[config.mk]
export PLATFORM = sky130hd
export DESIGN_NAME = pb_port_master_flat
export DESIGN_NICKNAME = d
export VERILOG_FILES = /design/src/rtl/pb_port_master_if.sv /design/src/rtl/pb_port_master.sv /design/src/flat_wrapper.sv
export SDC_FILE = /design/constraint.sdc
export NUM_CORES = 1
export LEC_CHECK = 0
export ABC_AREA = 1
export CAP_MARGIN = 30
export CELL_PAD_IN_SITES_DETAIL_PLACEMENT = 1
export CELL_PAD_IN_SITES_GLOBAL_PLACEMENT = 2
export CORE_UTILIZATION = 24
export CTS_BUF_LIST = sky130_fd_sc_hd__clkbuf_16
export DETAILED_ROUTE_END_ITERATION = 12
export PLACE_DENSITY_LB_ADDON = 0.12
export SLEW_MARGIN = 20
export SYNTH_ARGS = -nofsm -noshare
export SYNTH_HDL_FRONTEND = slang
export SYNTH_SLANG_ARGS = --single-unit
[constraint.sdc]
create_clock -name clk -period 1.4 [get_ports clk]
set_clock_uncertainty 0.15 [all_clocks]
set_input_delay 0.21 -clock clk [delete_from_list [all_inputs] [get_ports clk]]
set_output_delay 0.21 -clock clk [all_outputs]
set_load 0.005 [all_outputs]
[src/rtl/pb_port_master_if.sv]
`default_nettype none
// ============================================================================
// Module   : pb_port_master_if
// Brief    : Command, read-response and port-bus signal bundle for pb_port_master.
// Revision : 1.0 - initial release
// ============================================================================
interface pb_port_master_if;
    logic       cmd_valid;
    logic       cmd_ready;
    logic       cmd_write;
    logic [7:0] cmd_addr;
    logic [7:0] cmd_wdata;
    logic       rsp_valid;
    logic       rsp_ready;
    logic [7:0] rsp_data;
    logic [7:0] rsp_addr;
    logic [7:0] port_id;
    logic [7:0] out_port;
    logic       write_strobe;
    logic       read_strobe;
    logic [7:0] in_port;

    modport master (
        input  cmd_valid, cmd_write, cmd_addr, cmd_wdata, rsp_ready, in_port,
        output cmd_ready, rsp_valid, rsp_data, rsp_addr,
        output port_id, out_port, write_strobe, read_strobe
    );

    modport slave (
        output cmd_valid, cmd_write, cmd_addr, cmd_wdata, rsp_ready, in_port,
        input  cmd_ready, rsp_valid, rsp_data, rsp_addr,
        input  port_id, out_port, write_strobe, read_strobe
    );
endinterface
`default_nettype wire

[src/rtl/pb_port_master.sv]
`default_nettype none
// ============================================================================
// Module   : pb_port_master
// Brief    : Turns single read/write commands into port-bus cycles; optional
//            interrupt capture enabled by macro PB_PORT_MASTER_IRQ_EN.
// Revision : 1.0 - initial release
// ============================================================================
module pb_port_master #(
    parameter logic [7:0] IDLE_PORT_ID = 8'hFF
) (
    input  wire logic          clk,
    input  wire logic          reset,
    pb_port_master_if.master   bus,
    input  wire logic          interrupt,
    input  wire logic          irq_clear,
    output logic               irq_pending,
    output logic               busy
);

    localparam logic [1:0] S_IDLE   = 2'd0;
    localparam logic [1:0] S_SETUP  = 2'd1;
    localparam logic [1:0] S_STROBE = 2'd2;
    localparam logic [1:0] S_RESP   = 2'd3;

    logic [1:0] r_state;
    logic [1:0] w_next_state;
    logic       w_accept;

    logic [7:0] r_addr;
    logic       r_write;

    logic       r_cmd_ready,    w_cmd_ready_d;
    logic       r_busy,         w_busy_d;
    logic [7:0] r_port_id,      w_port_id_d;
    logic [7:0] r_out_port,     w_out_port_d;
    logic       r_write_strobe, w_write_strobe_d;
    logic       r_read_strobe,  w_read_strobe_d;
    logic       r_rsp_valid,    w_rsp_valid_d;
    logic [7:0] r_rsp_data,     w_rsp_data_d;
    logic [7:0] r_rsp_addr,     w_rsp_addr_d;

    assign w_accept = (r_state == S_IDLE) && bus.cmd_valid && r_cmd_ready;

    always_ff @(posedge clk) begin
        if (reset) begin
            r_state <= S_IDLE;
        end else begin
            r_state <= w_next_state;
        end
    end

    always_comb begin
        w_next_state = r_state;
        case (r_state)
            S_IDLE:   if (w_accept) w_next_state = S_SETUP;
            S_SETUP:  w_next_state = S_STROBE;
            S_STROBE: w_next_state = r_write ? S_IDLE : S_RESP;
            S_RESP:   if (bus.rsp_ready) w_next_state = S_IDLE;
            default:  w_next_state = S_IDLE;
        endcase
    end

    // Outputs are decoded from the next state so every one comes straight off a flop.
    always_comb begin
        w_cmd_ready_d    = (w_next_state == S_IDLE);
        w_busy_d         = (w_next_state != S_IDLE);
        w_write_strobe_d = (w_next_state == S_STROBE) &&  r_write;
        w_read_strobe_d  = (w_next_state == S_STROBE) && !r_write;
        w_rsp_valid_d    = (w_next_state == S_RESP);
        w_port_id_d      = IDLE_PORT_ID;
        w_out_port_d     = r_out_port;
        w_rsp_data_d     = r_rsp_data;
        w_rsp_addr_d     = r_rsp_addr;
        if (w_accept) begin
            w_port_id_d = bus.cmd_addr;
            if (bus.cmd_write) begin
                w_out_port_d = bus.cmd_wdata;
            end
        end else if (w_next_state == S_STROBE) begin
            w_port_id_d = r_port_id;
        end
        if ((r_state == S_STROBE) && !r_write) begin
            w_rsp_data_d = bus.in_port;
            w_rsp_addr_d = r_addr;
        end
    end

    always_ff @(posedge clk) begin
        if (reset) begin
            r_addr         <= 8'h00;
            r_write        <= 1'b0;
            r_cmd_ready    <= 1'b0;
            r_busy         <= 1'b0;
            r_port_id      <= IDLE_PORT_ID;
            r_out_port     <= 8'h00;
            r_write_strobe <= 1'b0;
            r_read_strobe  <= 1'b0;
            r_rsp_valid    <= 1'b0;
            r_rsp_data     <= 8'h00;
            r_rsp_addr     <= 8'h00;
        end else begin
            if (w_accept) begin
                r_addr  <= bus.cmd_addr;
                r_write <= bus.cmd_write;
            end
            r_cmd_ready    <= w_cmd_ready_d;
            r_busy         <= w_busy_d;
            r_port_id      <= w_port_id_d;
            r_out_port     <= w_out_port_d;
            r_write_strobe <= w_write_strobe_d;
            r_read_strobe  <= w_read_strobe_d;
            r_rsp_valid    <= w_rsp_valid_d;
            r_rsp_data     <= w_rsp_data_d;
            r_rsp_addr     <= w_rsp_addr_d;
        end
    end

    assign bus.cmd_ready    = r_cmd_ready;
    assign bus.port_id      = r_port_id;
    assign bus.out_port     = r_out_port;
    assign bus.write_strobe = r_write_strobe;
    assign bus.read_strobe  = r_read_strobe;
    assign bus.rsp_valid    = r_rsp_valid;
    assign bus.rsp_data     = r_rsp_data;
    assign bus.rsp_addr     = r_rsp_addr;
    assign busy             = r_busy;

`ifdef PB_PORT_MASTER_IRQ_EN
    logic r_irq_meta;
    logic r_irq_sync;
    logic r_irq_prev;
    logic r_irq_pending;
    logic w_irq_rise;

    assign w_irq_rise = r_irq_sync && !r_irq_prev;

    // A new edge wins over a coincident clear so no interrupt is lost.
    always_ff @(posedge clk) begin
        if (reset) begin
            r_irq_meta    <= 1'b0;
            r_irq_sync    <= 1'b0;
            r_irq_prev    <= 1'b0;
            r_irq_pending <= 1'b0;
        end else begin
            r_irq_meta <= interrupt;
            r_irq_sync <= r_irq_meta;
            r_irq_prev <= r_irq_sync;
            if (w_irq_rise) begin
                r_irq_pending <= 1'b1;
            end else if (irq_clear) begin
                r_irq_pending <= 1'b0;
            end
        end
    end

    assign irq_pending = r_irq_pending;
`else
    logic w_unused_irq;
    assign w_unused_irq = interrupt | irq_clear;
    assign irq_pending  = 1'b0;
`endif

endmodule
`default_nettype wire

[src/flat_wrapper.sv]
// flat-port wrapper written by rule: the top's interface ports become plain ports
module pb_port_master_flat 
#(
    parameter logic [7:0] IDLE_PORT_ID = 8'hFF
)
  (clk, reset, interrupt, irq_clear, irq_pending, busy, bus_cmd_valid, bus_cmd_write, bus_cmd_addr, bus_cmd_wdata, bus_rsp_ready, bus_in_port, bus_cmd_ready, bus_rsp_valid, bus_rsp_data, bus_rsp_addr, bus_port_id, bus_out_port, bus_write_strobe, bus_read_strobe);
  pb_port_master_if bus_i ();
  input  wire logic clk;
  input  wire logic reset;
  input  wire logic interrupt;
  input  wire logic irq_clear;
  output logic irq_pending;
  output logic busy;
  input wire logic [$bits(bus_i.cmd_valid)-1:0] bus_cmd_valid;
  input wire logic [$bits(bus_i.cmd_write)-1:0] bus_cmd_write;
  input wire logic [$bits(bus_i.cmd_addr)-1:0] bus_cmd_addr;
  input wire logic [$bits(bus_i.cmd_wdata)-1:0] bus_cmd_wdata;
  input wire logic [$bits(bus_i.rsp_ready)-1:0] bus_rsp_ready;
  input wire logic [$bits(bus_i.in_port)-1:0] bus_in_port;
  output wire logic [$bits(bus_i.cmd_ready)-1:0] bus_cmd_ready;
  output wire logic [$bits(bus_i.rsp_valid)-1:0] bus_rsp_valid;
  output wire logic [$bits(bus_i.rsp_data)-1:0] bus_rsp_data;
  output wire logic [$bits(bus_i.rsp_addr)-1:0] bus_rsp_addr;
  output wire logic [$bits(bus_i.port_id)-1:0] bus_port_id;
  output wire logic [$bits(bus_i.out_port)-1:0] bus_out_port;
  output wire logic [$bits(bus_i.write_strobe)-1:0] bus_write_strobe;
  output wire logic [$bits(bus_i.read_strobe)-1:0] bus_read_strobe;
  assign bus_i.cmd_valid = bus_cmd_valid;
  assign bus_i.cmd_write = bus_cmd_write;
  assign bus_i.cmd_addr = bus_cmd_addr;
  assign bus_i.cmd_wdata = bus_cmd_wdata;
  assign bus_i.rsp_ready = bus_rsp_ready;
  assign bus_i.in_port = bus_in_port;
  assign bus_cmd_ready = bus_i.cmd_ready;
  assign bus_rsp_valid = bus_i.rsp_valid;
  assign bus_rsp_data = bus_i.rsp_data;
  assign bus_rsp_addr = bus_i.rsp_addr;
  assign bus_port_id = bus_i.port_id;
  assign bus_out_port = bus_i.out_port;
  assign bus_write_strobe = bus_i.write_strobe;
  assign bus_read_strobe = bus_i.read_strobe;
  pb_port_master #(.IDLE_PORT_ID(IDLE_PORT_ID)) u_core (.clk(clk), .reset(reset), .bus(bus_i), .interrupt(interrupt), .irq_clear(irq_clear), .irq_pending(irq_pending), .busy(busy));
endmodule
==> results_dict.tcl <==
set metrics [dict create \
    grt_usage 0.131 \
    cp_data_arrival_time_ps 1310 \
    rr_worst_depth 4 \
    grt_pass1_vias 1797 \
    overflow 0 \
    power_mw 3.72 \
    finalMaxSlewViolations 0 \
    num_vias 1689 \
    die_h_um 90.2 \
    rsz0062_at_grt "no" \
    clk_pin_slew_ps 70 \
    cts-root-buf "clkbuf_16" \
    synth_top_family_by_area "simple AND/OR/NAND/NOR gates" \
    synth_fa_ha_area_frac 0 \
    startpoint "u_core.r_state[1]" \
    dr.first_iter.drc_count 52 \
    combPwrFrac 0.208 \
    final_util 0.383 \
    final_common_cell "nor2_1" \
    finalSetupViolCount 0 \
    post-place-cells 400 \
    hold_violations 0 \
    synth_compound_area_frac 0.100 \
    p_clk_frac 0.364 \
    hp-class "reg -> reg" \
    start_kind "flop" \
    synthesis.instances 233 \
    post_cts.repair.setup_buffers 0 \
    critPathCaptureType "flop" \
    rows 31 \
    r2r-start "u_core.r_state[1]" \
    routed_wl_mm 4.79 \
    synth.avg_cell_area_um2 8.02 \
    worst_ir_drop_vdd_mv 0.421 \
    path_class "reg -> reg" \
    p_leak_nw 1.27 \
    seq_area_frac_synth 0.514 \
    areaGrowthSynthToFinish_pct 51.0 \
    wl_per_cell_um 11.7 \
    antenna_cells 0 \
    cp.required_ps 1410 \
    viasPerCell 4.14 \
    p_int_mw 2.73 \
    layout_common_cells "nor2_1 (39), dfxtp_1 (38), dlygate4sd2_1 (37)" \
    grt_max_degree 24 \
    drtPass1Iterations 4 \
    switching_share 0.266 \
    fin_crit_ps 1290 \
    start_util 0.253 \
    stdcell_count 408 \
    coreArea_um2 7370 \
    gp_congestion 0.675 \
    cts_made_buffers 5 \
    final_net_count 339 \
    cts_max_level 2 \
    powerDensity_nw_per_um2 1320 \
    drtAntennaViolNets 0 \
    clock_latency_ps 280 \
    portBuffers 65 \
    antenna_found_initial 0 \
    ys_warn_count 0 \
    io_pins 69 \
    met3_length_um 289 \
    ctsHoldBuffers 0 \
    r2r_slack_ps 110 \
    wl_met2_mm 2.10 \
    syn_nets 264 \
    design_area_um2 2820 \
    cap_violations 0 \
    fmaxAchievable_mhz 773 \
    place_hpwl_mm 3.46 \
    synth_xor_area_frac 0 \
    fp.dieW_um 90.2 \
    ys_types 26 \
    placed_area_um2 2680 \
    r2r_end "u_core.bus.port_id[4]" \
    muxShareOfSynthArea 0 \
    yosys.area_share.simple 0.270 \
    grt_pass1_wl_mm 8.60 \
    crit_end "u_core.bus.port_id[4]" \
    finalCritPeriodShare 0.924 \
    drive_above_1_share 0.165 \
    drc 0 \
    power.share.sequential 0.428 \
    cts_tree "done" \
    syn_area_um2 1870 \
    wl_met1_mm 2.34 \
    ys_seq_elements 48 \
    p_sw_mw 0.989 \
    run_status "finished, final reports clean" \
    clock_sinks 48 \
    top_layer "met4" \
    cts_buffer_depth 2 \
    die_area_um2 8140 \
    critical_path.max_fanout 18 \
]
## synth_stat cells
library cell  instances  area [um2]
buf_12                1        20.0
inv_2                 1        3.75
a31oi_1               1        6.26
clkbuf_1              3        11.3
nor2_2                7        43.8
buf_2                 2        10.0
nor2_1               39         146
buf_4                 1        7.51
o21ai_0              16        80.1
nand2_4               1        11.3
inv_1                29         109
buf_6                 3        33.8
nand4_1               8        50.1
inv_6                 1        8.76
dfxtp_1              48         961
nand3_4               2        35.0
buf_1                 2        7.51
conb_1                1        3.75
nor2_4                1        11.3
o21ai_2               1        8.76
o21ai_1               6        30.0
nand2_1              31         116
nand3_1              16        80.1
a21oi_2               2        17.5
a21oi_1               9        45.0
nand3_2               1        10.0
## cell families (layout without fill, tap and decap cells)
family          after synthesis  count (layout)
compound gates               35              35
buf+inv                      43             119
flops                        48              48
other cells                   1               1
simple gates                106             106
## per-stage QoR
stage	hold slack [ps]	TNS (ps)	setup slack (ps)
after floorplan	129	0	152
after global placement	306	-2510	-129
after detailed placement	309	-2700	-131
after CTS	318	0	57.4
after global routing	334	0	2.42
final	320	0	107
## critical path, stage by stage, from the launching register on
cell     delay [ps]
dfxtp_1         360
nor2_4          260
nand2_4         190
o21ai_1         120
nand3_1          80
## area by class of cell
cell class                 instances  area [um2]
clock inverter                     3        42.5
sequential                        48         973
tap                               99         124
clock buffer                       5         125
multi-input combinational        142         701
inverter                          31         121
timing repair buffer              80         733
fill                             900        4550
## registers in the layout, summed over array words and instances (netlist names)
signal and flops:
u_core.r_addr 8, u_core.bus.read_strobe 1, u_core.bus.rsp_addr 8, u_core.bus.rsp_valid 1, u_core.r_state 2, u_core.bus.rsp_data 8
u_core.bus.cmd_ready 1, u_core.bus.out_port 8, u_core.bus.write_strobe 1, u_core.r_write 1, u_core.bus.port_id 8, u_core.busy 1
## power groups by stage
| stage | registers, mW | logic, mW | clock network, mW |
|---|---|---|---|
| 2_1_floorplan | 1.62 | 0.425 | 0 |
| 3_3_place_gp | 1.62 | 0.844 | 0 |
| 3_5_place_dp | 1.62 | 0.853 | 0 |
| 4_1_cts | 1.59 | 0.783 | 1.41 |
| 5_1_grt | 1.61 | 0.882 | 1.46 |
| 6_report | 1.59 | 0.773 | 1.36 |
## timing repair
action | 4_1_cts | 5_1_grt
pin swaps | 0 | 1
cloned | 0 | 0
gates resized for setup | 46 | 7
endpoints found under the setup margin | 37 | 21
## routing by layer
layer,up-vias,global-route usage
li1,881,-
met4,0,0.0363
met3,7,0.0423
met1,756,0.164
met2,45,0.216
met5,-,0
## worst min-delay path by stage
stage                           from  slack [ps]  depth (start not counted)                 to
floorplan                      reset         130                          1  u_core.r_state[1]
global placement    u_core.r_addr[7]         310                          2   u_core.r_addr[7]
detailed placement  u_core.r_addr[3]         310                          2   u_core.r_addr[3]
CTS                 u_core.r_addr[3]         320                          2   u_core.r_addr[3]
global route        u_core.r_addr[6]         330                          2   u_core.r_addr[6]
finish              u_core.r_addr[3]         320                          2   u_core.r_addr[3]
Note: power is estimated with default switching activity, not from simulation.
